[src/rtl/xif_offload_pkg.sv]
// xif_offload_pkg: shared types and defaults for the eXtension-interface offload issuer.
package xif_offload_pkg;
    localparam int X_ID_WIDTH_DEF  = 4;
    localparam int X_RFR_WIDTH_DEF = 32;
    localparam logic [1:0] ISSUE_MODE_M = 2'b11;

    typedef enum logic [1:0] {IDLE, ISSUE, COMMIT, RESULT} state_t;

    typedef struct packed {
        logic [31:0]                  instr;
        logic [X_ID_WIDTH_DEF-1:0]    id;
        logic [X_RFR_WIDTH_DEF-1:0]   rs0;
        logic [X_RFR_WIDTH_DEF-1:0]   rs1;
    } issue_req_t;
endpackage

[src/rtl/xif_offload_issuer_if.sv]
// xif_offload_issuer_if: coprocessor-facing issue, commit and result channels.
interface xif_offload_issuer_if
    import xif_offload_pkg::*;
#(
    parameter int X_ID_WIDTH  = X_ID_WIDTH_DEF,
    parameter int X_RFR_WIDTH = X_RFR_WIDTH_DEF
);
    logic                     issue_valid_o;
    logic                     issue_ready_i;
    logic [31:0]              issue_instr_o;
    logic [X_ID_WIDTH-1:0]    issue_id_o;
    logic [2*X_RFR_WIDTH-1:0] issue_rs_o;
    logic [1:0]               issue_rs_valid_o;
    logic                     issue_accept_i;
    logic                     issue_writeback_i;
    logic                     commit_valid_o;
    logic [X_ID_WIDTH-1:0]    commit_id_o;
    logic                     commit_kill_o;
    logic                     result_valid_i;
    logic                     result_ready_o;
    logic [X_ID_WIDTH-1:0]    result_id_i;
    logic [X_RFR_WIDTH-1:0]   result_data_i;
    logic [4:0]               result_rd_i;
    logic                     result_we_i;

    modport master (
        output issue_valid_o, issue_instr_o, issue_id_o, issue_rs_o, issue_rs_valid_o,
               commit_valid_o, commit_id_o, commit_kill_o, result_ready_o,
        input  issue_ready_i, issue_accept_i, issue_writeback_i,
               result_valid_i, result_id_i, result_data_i, result_rd_i, result_we_i
    );

    modport slave (
        input  issue_valid_o, issue_instr_o, issue_id_o, issue_rs_o, issue_rs_valid_o,
               commit_valid_o, commit_id_o, commit_kill_o, result_ready_o,
        output issue_ready_i, issue_accept_i, issue_writeback_i,
               result_valid_i, result_id_i, result_data_i, result_rd_i, result_we_i
    );
endinterface

[src/rtl/xif_offload_issuer.sv]
// xif_offload_issuer: single-outstanding core-side initiator for the offload issue/commit/result path.
module xif_offload_issuer
    import xif_offload_pkg::*;
#(
    parameter int X_ID_WIDTH     = X_ID_WIDTH_DEF,
    parameter int X_RFR_WIDTH    = X_RFR_WIDTH_DEF,
    parameter int RESULT_TIMEOUT = 64
) (
    input  logic                   clk_i,
    input  logic                   rst_i,
    input  logic                   off_valid_i,
    output logic                   off_ready_o,
    input  logic [31:0]            off_instr_i,
    input  logic [X_RFR_WIDTH-1:0] off_rs0_i,
    input  logic [X_RFR_WIDTH-1:0] off_rs1_i,
    input  logic                   core_commit_valid_i,
    input  logic                   core_commit_kill_i,
    xif_offload_issuer_if.master   xif,
    output logic                   wb_valid_o,
    output logic [4:0]             wb_rd_o,
    output logic [X_RFR_WIDTH-1:0] wb_data_o,
    output logic                   done_o,
    output logic                   illegal_o,
    output logic                   timeout_o
);
    state_t                 state;
    logic [X_ID_WIDTH-1:0]  id_cnt;
    logic [X_ID_WIDTH-1:0]  id;
    logic [31:0]            instr;
    logic [X_RFR_WIDTH-1:0] rs0;
    logic [X_RFR_WIDTH-1:0] rs1;
    logic                   accept;
    logic                   writeback;
    logic                   issue_valid;
    logic                   result_ready;
    logic [15:0]            tmo_cnt;
    logic                   commit_fire;
    logic                   result_hit;

    // The commit is decoded from registered state so a decision already present on COMMIT entry goes out at once.
    assign commit_fire = state == COMMIT && core_commit_valid_i;
    assign result_hit  = state == RESULT && xif.result_valid_i && xif.result_id_i == id;

    assign xif.issue_valid_o    = issue_valid;
    assign xif.issue_instr_o    = instr;
    assign xif.issue_id_o       = id;
    assign xif.issue_rs_o       = {rs1, rs0};
    assign xif.issue_rs_valid_o = 2'b11;
    assign xif.commit_valid_o   = commit_fire;
    assign xif.commit_id_o      = id;
    assign xif.commit_kill_o    = commit_fire && core_commit_kill_i;
    assign xif.result_ready_o   = result_ready;
    assign illegal_o            = commit_fire && !accept;

    always_ff @(posedge clk_i) begin
        if (rst_i) begin
            state        <= IDLE;
            id_cnt       <= '0;
            id           <= '0;
            instr        <= '0;
            rs0          <= '0;
            rs1          <= '0;
            accept       <= 1'b0;
            writeback    <= 1'b0;
            issue_valid  <= 1'b0;
            result_ready <= 1'b0;
            tmo_cnt      <= '0;
            off_ready_o  <= 1'b0;
            wb_valid_o   <= 1'b0;
            wb_rd_o      <= '0;
            wb_data_o    <= '0;
            done_o       <= 1'b0;
            timeout_o    <= 1'b0;
        end else begin
            wb_valid_o <= 1'b0;
            done_o     <= 1'b0;
            timeout_o  <= 1'b0;
            case (state)
                IDLE: begin
                    off_ready_o <= 1'b1;
                    if (off_valid_i && off_ready_o) begin
                        instr       <= off_instr_i;
                        rs0         <= off_rs0_i;
                        rs1         <= off_rs1_i;
                        id          <= id_cnt;
                        issue_valid <= 1'b1;
                        off_ready_o <= 1'b0;
                        state       <= ISSUE;
                    end
                end
                ISSUE: if (xif.issue_ready_i) begin
                    accept      <= xif.issue_accept_i;
                    writeback   <= xif.issue_writeback_i;
                    id_cnt      <= id_cnt + 1'b1;
                    issue_valid <= 1'b0;
                    state       <= COMMIT;
                end
                COMMIT: if (core_commit_valid_i) begin
                    if (!accept || core_commit_kill_i || !writeback) begin
                        done_o      <= accept;
                        off_ready_o <= 1'b1;
                        state       <= IDLE;
                    end else begin
                        result_ready <= 1'b1;
                        tmo_cnt      <= '0;
                        state        <= RESULT;
                    end
                end
                RESULT: begin
                    if (result_hit) begin
                        wb_valid_o   <= xif.result_we_i;
                        wb_rd_o      <= xif.result_rd_i;
                        wb_data_o    <= xif.result_data_i;
                        done_o       <= 1'b1;
                        result_ready <= 1'b0;
                        off_ready_o  <= 1'b1;
                        state        <= IDLE;
                    end else if (tmo_cnt == 16'(RESULT_TIMEOUT - 1)) begin
                        timeout_o    <= 1'b1;
                        result_ready <= 1'b0;
                        off_ready_o  <= 1'b1;
                        state        <= IDLE;
                    end else begin
                        tmo_cnt <= tmo_cnt + 16'd1;
                    end
                end
                default: state <= IDLE;
            endcase
        end
    end
endmodule
[src/flat_wrapper.sv]
// flat-port wrapper written by rule: the top's interface ports become plain ports
module xif_offload_issuer_flat import xif_offload_pkg::*;
#(
    parameter int X_ID_WIDTH     = X_ID_WIDTH_DEF,
    parameter int X_RFR_WIDTH    = X_RFR_WIDTH_DEF,
    parameter int RESULT_TIMEOUT = 64
)
  (clk_i, rst_i, off_valid_i, off_ready_o, off_instr_i, off_rs0_i, off_rs1_i, core_commit_valid_i, core_commit_kill_i, wb_valid_o, wb_rd_o, wb_data_o, done_o, illegal_o, timeout_o, xif_issue_valid_o, xif_issue_instr_o, xif_issue_id_o, xif_issue_rs_o, xif_issue_rs_valid_o, xif_commit_valid_o, xif_commit_id_o, xif_commit_kill_o, xif_result_ready_o, xif_issue_ready_i, xif_issue_accept_i, xif_issue_writeback_i, xif_result_valid_i, xif_result_id_i, xif_result_data_i, xif_result_rd_i, xif_result_we_i);
  xif_offload_issuer_if #(.X_ID_WIDTH(X_ID_WIDTH), .X_RFR_WIDTH(X_RFR_WIDTH)) xif_i ();
  input  logic clk_i;
  input  logic rst_i;
  input  logic off_valid_i;
  output logic off_ready_o;
  input  logic [31:0] off_instr_i;
  input  logic [X_RFR_WIDTH-1:0] off_rs0_i;
  input  logic [X_RFR_WIDTH-1:0] off_rs1_i;
  input  logic core_commit_valid_i;
  input  logic core_commit_kill_i;
  output logic wb_valid_o;
  output logic [4:0] wb_rd_o;
  output logic [X_RFR_WIDTH-1:0] wb_data_o;
  output logic done_o;
  output logic illegal_o;
  output logic timeout_o;
  output wire logic [$bits(xif_i.issue_valid_o)-1:0] xif_issue_valid_o;
  output wire logic [$bits(xif_i.issue_instr_o)-1:0] xif_issue_instr_o;
  output wire logic [$bits(xif_i.issue_id_o)-1:0] xif_issue_id_o;
  output wire logic [$bits(xif_i.issue_rs_o)-1:0] xif_issue_rs_o;
  output wire logic [$bits(xif_i.issue_rs_valid_o)-1:0] xif_issue_rs_valid_o;
  output wire logic [$bits(xif_i.commit_valid_o)-1:0] xif_commit_valid_o;
  output wire logic [$bits(xif_i.commit_id_o)-1:0] xif_commit_id_o;
  output wire logic [$bits(xif_i.commit_kill_o)-1:0] xif_commit_kill_o;
  output wire logic [$bits(xif_i.result_ready_o)-1:0] xif_result_ready_o;
  input wire logic [$bits(xif_i.issue_ready_i)-1:0] xif_issue_ready_i;
  input wire logic [$bits(xif_i.issue_accept_i)-1:0] xif_issue_accept_i;
  input wire logic [$bits(xif_i.issue_writeback_i)-1:0] xif_issue_writeback_i;
  input wire logic [$bits(xif_i.result_valid_i)-1:0] xif_result_valid_i;
  input wire logic [$bits(xif_i.result_id_i)-1:0] xif_result_id_i;
  input wire logic [$bits(xif_i.result_data_i)-1:0] xif_result_data_i;
  input wire logic [$bits(xif_i.result_rd_i)-1:0] xif_result_rd_i;
  input wire logic [$bits(xif_i.result_we_i)-1:0] xif_result_we_i;
  assign xif_issue_valid_o = xif_i.issue_valid_o;
  assign xif_issue_instr_o = xif_i.issue_instr_o;
  assign xif_issue_id_o = xif_i.issue_id_o;
  assign xif_issue_rs_o = xif_i.issue_rs_o;
  assign xif_issue_rs_valid_o = xif_i.issue_rs_valid_o;
  assign xif_commit_valid_o = xif_i.commit_valid_o;
  assign xif_commit_id_o = xif_i.commit_id_o;
  assign xif_commit_kill_o = xif_i.commit_kill_o;
  assign xif_result_ready_o = xif_i.result_ready_o;
  assign xif_i.issue_ready_i = xif_issue_ready_i;
  assign xif_i.issue_accept_i = xif_issue_accept_i;
  assign xif_i.issue_writeback_i = xif_issue_writeback_i;
  assign xif_i.result_valid_i = xif_result_valid_i;
  assign xif_i.result_id_i = xif_result_id_i;
  assign xif_i.result_data_i = xif_result_data_i;
  assign xif_i.result_rd_i = xif_result_rd_i;
  assign xif_i.result_we_i = xif_result_we_i;
  xif_offload_issuer #(.X_ID_WIDTH(X_ID_WIDTH), .X_RFR_WIDTH(X_RFR_WIDTH), .RESULT_TIMEOUT(RESULT_TIMEOUT)) u_core (.clk_i(clk_i), .rst_i(rst_i), .off_valid_i(off_valid_i), .off_ready_o(off_ready_o), .off_instr_i(off_instr_i), .off_rs0_i(off_rs0_i), .off_rs1_i(off_rs1_i), .core_commit_valid_i(core_commit_valid_i), .core_commit_kill_i(core_commit_kill_i), .xif(xif_i), .wb_valid_o(wb_valid_o), .wb_rd_o(wb_rd_o), .wb_data_o(wb_data_o), .done_o(done_o), .illegal_o(illegal_o), .timeout_o(timeout_o));
endmodule
[config.mk]
export PLATFORM = sky130hd
export DESIGN_NAME = xif_offload_issuer_flat
export DESIGN_NICKNAME = d
export VERILOG_FILES = /design/src/rtl/xif_offload_pkg.sv /design/src/rtl/xif_offload_issuer_if.sv /design/src/rtl/xif_offload_issuer.sv /design/src/flat_wrapper.sv
export SDC_FILE = /design/constraint.sdc
export NUM_CORES = 1
export LEC_CHECK = 0
export CORE_ASPECT_RATIO = 1.4
export CORE_MARGIN = 8
export CORE_UTILIZATION = 41
export DETAILED_ROUTE_END_ITERATION = 8
export GPL_TIMING_DRIVEN = 0
export PLACE_DENSITY = 0.8
export SLEW_MARGIN = 10
export SYNTH_ARGS = -nofsm -noshare
export SYNTH_HDL_FRONTEND = slang
export SYNTH_SLANG_ARGS = --single-unit
[constraint.sdc]
create_clock -name clk_i -period 2.1 [get_ports clk_i]
set_clock_uncertainty 0.1 [all_clocks]
set_input_delay 0.42 -clock clk_i [delete_from_list [all_inputs] [get_ports clk_i]]
set_output_delay 0.42 -clock clk_i [all_outputs]
set_load 0.01 [all_outputs]
Word level (Yosys, flattened, before mapping)
Index checks and enable logic that the tools add are counted.
{"block": "word_totals", "regBits": 167, "input_bits": 147, "out_inout_bits": 152, "elab_cells": 89}
{"block": "classes", "addsub": 2, "eq_ne": 13, "muxes": 31, "bitwise_logic": 2, "n_reduce_logical": 24}
{"operator": "16-bit two-way mux", "n": 4}
{"operator": "16-bit one-hot mux with 2 select lines", "n": 1}
{"operator": "16-bit by 1-bit adder with 16-bit output, second input constant", "n": 1}
{"operator": "16-bit by 6-bit == test with 1-bit output, second input constant", "n": 1}
{"operator": "1-bit two-way mux", "n": 15}
{"operator": "2-bit two-way mux", "n": 6}
{"operator": "2-bit inequality test, second input constant", "n": 6}
{"operator": "4-bit AND reduction", "n": 3}
{"operator": "2-bit one-hot mux with 4 select lines", "n": 1}
{"operator": "1-bit logical AND", "n": 6}
{"operator": "1-bit one-hot mux with 2 select lines", "n": 3}
{"operator": "2-bit AND reduction", "n": 3}
{"operator": "3-bit OR reduction", "n": 2}
{"operator": "5-bit AND reduction", "n": 1}
{"operator": "4-bit by 1-bit adder with 4-bit output, second input constant", "n": 1}
{"operator": "2-bit == test, second input constant", "n": 2}
{"operator": "4-bit == test", "n": 1}
{"operator": "2-bit nonzero test", "n": 2}
{"operator": "3-bit by 2-bit inequality test with 1-bit output, second input constant", "n": 1}
{"operator": "1-bit one-hot mux with 3 select lines", "n": 1}
{"operator": "3-bit AND reduction", "n": 1}
{"operator": "3-bit nonzero test", "n": 1}
{"operator": "2-bit by 1-bit == test with 1-bit output, second input constant", "n": 1}
{"operator": "1-bit logical NOT", "n": 2}
{"operator": "4 further kinds", "n": 6}

Depth between registers and ports, before layout
{"block": "depth", "ltp_word": 6, "ltp_mapped": 8, "mapped_depth_nobuf": 6}

Worst setup path before layout
No wires, ideal clock.
{"block": "synth_timing", "kind": "register -> register", "from": "register u_core.tmo_cnt[0]", "to": "register u_core.tmo_cnt[11]", "setup_ns": 0.070, "t_arrival_ns": 1.744, "required_ns": 1.930, "setup_slack_ns": 0.185, "stages_incl_launch_ff": 8, "n_path_buf": 1, "synth_period_minus_slack_ns": 1.915, "path_cell_list": "dfxtp_1 ha_1 and4bb_1 nand4_1 a21oi_2 buf_2 or4_1 a21oi_1"}
{"block": "synth_via", "elab_chain_cells": 4, "word_cells_on_any_way": 7, "cone_classes": "add/sub: 1; eq/ne: 2; mux: 3; reduce/logical: 1"}
{"element": "start, declared", "line_no": "xif_offload_issuer.sv:36", "source": "logic [15:0] tmo_cnt;"}
{"element": "start signal, assigned", "line_no": "xif_offload_issuer.sv:124", "source": "tmo_cnt <= tmo_cnt + 16'd1;"}
{"element": "16-bit by 1-bit adder with 16-bit output", "line_no": "xif_offload_issuer.sv:124"}
{"element": "16-bit two-way mux", "line_no": "xif_offload_issuer.sv:118", "source": "end else if (tmo_cnt == 16'(RESULT_TIMEOUT - 1)) begin"}
{"element": "16-bit two-way mux", "line_no": "xif_offload_issuer.sv:110", "source": "if (result_hit) begin"}
{"element": "16-bit one-hot mux with 2 select lines", "line_no": "xif_offload_issuer.sv:78", "source": "case (state)"}
Several ways; a longest one is shown, not always the timed one. The select of a mux whose other input is x is not followed.
A chain may end at the register's enable or synchronous reset.

Final worst setup path
{"block": "layout_timing", "from": "register u_core.tmo_cnt[0]", "to": "register u_core.tmo_cnt[8]"}
Same word-level chain as after synthesis.

==> impl_metrics.json <==
{
  "yosys_warnings": 0,
  "yosysSeqAreaShare_pct": 52.8,
  "synth_area_um2": 6330,
  "power_frac_clock_pct": 42.0,
  "final_layout_size_suffix_gt1_share_pct": 7.62,
  "crit_chain": "ha_4 > and4bb_1 > nand4_1 > a21oi_2 > buf_4 > or4_1 > a21oi_1",
  "dr.pass1.iters": 5,
  "clk_pin_slew_ns": 0.06,
  "antenna_found_initial": 1,
  "syn_inst": 798,
  "synth.distinct_cells": 48,
  "routed_wl_um": 23000,
  "r2r_end": "u_core.tmo_cnt[8]",
  "overflow": 0,
  "grt_pass1_vias": 6927,
  "multi_input_area_um2": 2710,
  "clk_latency_ns": 0.42,
  "htreeDepth": 4,
  "wl_met2_um": 12000,
  "async_reset_ff_share_pct": 0,
  "wl_met1_um": 8040,
  "root_buffer": "clkbuf_16",
  "vias": 6749,
  "critPathArrivalTime_ns": 2.28,
  "grt_pass1_wl_um": 35200,
  "drtIter0Drc": 351,
  "syn_to_final_growth_pct": 61.4,
  "final_max_slew_viol_count": 0,
  "tightest_slew_ns": 0.645,
  "power-per-cell-area_nw_per_um2": 732,
  "final_cell_mix": "nand2_1, clkdlybuf4s50_1, dfxtp_1, a21oi_1, clkbuf_1",
  "crit_type": "register to register",
  "ant_nets": 0,
  "avgSynthCellArea_um2": 7.93,
  "ir_drop_v": 0.000622,
  "setup_viol": 0,
  "hold_buffers": 0,
  "cts_buffers": 17,
  "grt_max_degree": 17,
  "cts_tree": "built",
  "rows": 53,
  "finalHoldViolations": 0,
  "status": "complete, no violations",
  "finalPower_uw": 7470,
  "avgRoutedWirePerCell_um": 17.4,
  "holdPathEnd": "u_core.rs0[25]",
  "route.detailed.drc": 0,
  "top_layer_used": "met4",
  "ys_ff_latch": 167,
  "synth_flop_cell": "dfxtp_1",
  "sw_frac_of_total_pct": 23.8,
  "cp.required_ns": 2.34,
  "internal-power_uw": 5690,
  "core_area_um2": 15100,
  "r2r_cells": 7,
  "fp.dieH_um": 163,
  "nets": 1266,
  "holdPathStages": 2,
  "r2r-start": "u_core.tmo_cnt[0]",
  "clockBufferDepth": 2,
  "holdWs_ns": 0.353,
  "p_seq_share_pct": 44.7,
  "met3_length_um": 2180,
  "start_kind": "register",
  "register_area_um2": 3350,
  "grt_use_total_pct": 22.8,
  "final_common_cell": "nand2_1",
  "period_minus_slack_ns": 2.03,
  "hp-class": "register to register",
  "fmaxAchievable_mhz": 492,
  "period_share_pct": 96.8,
  "power_frac_comb_pct": 13.3,
  "r2r_slack_ns": 0.07,
  "place_hpwl_um": 17700,
  "gp_congestion": 0.888,
  "worstPathMaxFanout": 6,
  "rsz0062_at_grt": "yes",
  "via_per_inst": 5.10,
  "hold_start": "u_core.rs0[25]",
  "dieWidth_um": 121,
  "p_switching_uw": 1780,
  "critPathCaptureType": "register",
  "initial_utilization_pct": 42.0,
  "io-pin-count": 299,
  "fill_cells": 1223,
  "synth_edf_count": 0,
  "cts_sinks": 167,
  "critPathSlowestCell": "or4_1",
  "cap_violations": 0,
  "p_leak_uw": 0.00357,
  "max_stage_delay_ns": 0.51,
  "die_area_um2": 19700,
  "portBuffers": 296,
  "slew_headroom_pct": 57.0
}
-- flip-flops by register name, summed over array words and instances, names as in the netlist, 2 cells and up --
name,flops
u_core.id_cnt,4
u_core.rs0,32
u_core.rs1,32
u_core.state,2
u_core.tmo_cnt,16
u_core.wb_data_o,32
u_core.wb_rd_o,5
u_core.xif.commit_id_o,4
u_core.xif.issue_instr_o,32
-- cell usage after synthesis (2+ instances only) --
cell       instances  area share, %
nor4_1             2           0.20
and4_1             4           0.55
o31ai_1            7           0.83
buf_1              2           0.12
or3_1              4           0.40
o21ai_0            4           0.32
a31oi_1            3           0.30
o211ai_1           3           0.36
xnor2_1            5           0.69
o2111ai_1          2           0.28
buf_4              7           0.83
nand3_1           10           0.79
xor2_1             2           0.28
nor2_1             9           0.53
a211oi_1           2           0.24
inv_1              4           0.24
and2_1             3           0.30
nor3_1             5           0.40
o31a_1             2           0.28
ha_1               2           0.40
a21oi_1          156             12
and3_1             5           0.49
dfxtp_1          167             53
buf_2             13            1.0
or4_1              7           0.83
a21o_1             3           0.36
o21ai_1            3           0.24
nand4_1            9           0.89
clkbuf_1          39            2.3
and3b_1            2           0.28
nand2_1          293             17
o311ai_0           2           0.28
nand2b_1           2           0.20
-- through the flow --
step | util, % | setup TNS [ns] | instances | setup WS, ns | instance area [µm²]
detailed placement | 63.3 | -87.57 | 1287 | -0.738 | 9530
floorplan | - | 0 | 799 | 0.185 | 6330
finish | 67.8 | 0 | 1323 | 0.0681 | 10200
global placement | 63.3 | -84.53 | 1287 | -0.718 | 9530
global route | 67.8 | -0.150 | 1322 | -0.0454 | 10200
CTS | 67.5 | 0 | 1320 | 0.0117 | 10200
-- area by class of cell --
| class | count | area share (%) |
|---|---|---|
| inverter | 4 | 0.147 |
| clock buffer | 20 | 4.28 |
| tap | 192 | 2.35 |
| multi-input combinational | 566 | 26.5 |
| timing repair buffer | 299 | 29.1 |
| sequential | 167 | 32.8 |
| clock inverter | 11 | 1.47 |
| antenna | 2 | 0.0490 |
| buffer | 62 | 3.22 |
-- cells by family after synthesis --
kind of cell	Yosys count	synth area share (%)
other	1	0.0593
XOR/XNOR	7	0.969
flip-flops	167	52.8
buffers and inverters	66	4.71
adder cells (fa/ha/maj)	2	0.395
AND/OR/NAND/NOR	363	24.4
AO/OA/AOI/OAI	192	16.7
-- critical path: cells and delay by family (launching register included) --
| kind | cells | cell delay [ns] |
|---|---|---|
| adders and majority gates | 1 | 0.18 |
| AOI/OAI and AO/OA | 2 | 0.27 |
| buffers and inverters | 1 | 0.17 |
| and+or+nand+nor | 3 | 0.88 |
| DFF | 1 | 0.34 |
-- worst max-delay path by stage --
stage                                   from                 end  slack [ns]  cells after the start
after floorplan            u_core.tmo_cnt[0]  u_core.tmo_cnt[11]        0.19                      7
after global placement                 rst_i   u_core.wb_rd_o[0]       -0.72                      5
after detailed placement               rst_i      u_core.rs0[16]       -0.74                      5
after CTS                    u_core.state[0]           illegal_o        0.01                      4
after global routing      xif_result_id_i[2]   u_core.tmo_cnt[9]       -0.05                      8
final                      u_core.tmo_cnt[0]   u_core.tmo_cnt[8]        0.07                      7
-- power groups by stage --
stage,clock (µW),combinational [µW],sequential (µW)
final,3140,990,3340
after global routing,3320,1070,3350
after CTS,3200,991,3340
after detailed placement,0,973,3410
after global placement,0,967,3410
after floorplan,0,306,3460
-- repair_timing --
item                                    in CTS  in global routing
endpoints found under the setup margin     135                 87
gates cloned                                 0                  0
pin swaps                                    1                  1
resized for setup                           22                 40
endpoints found under the hold margin        0                  0
setup buffers                                2                  1
-- metal layers --
metal	global-route usage (%)	vias to the layer above
li1	-	3304
met2	41.6	265
met3	9.06	44
met5	0	-
met4	11.5	0
met1	21.5	3136
Power figures use the tool's default switching activity.
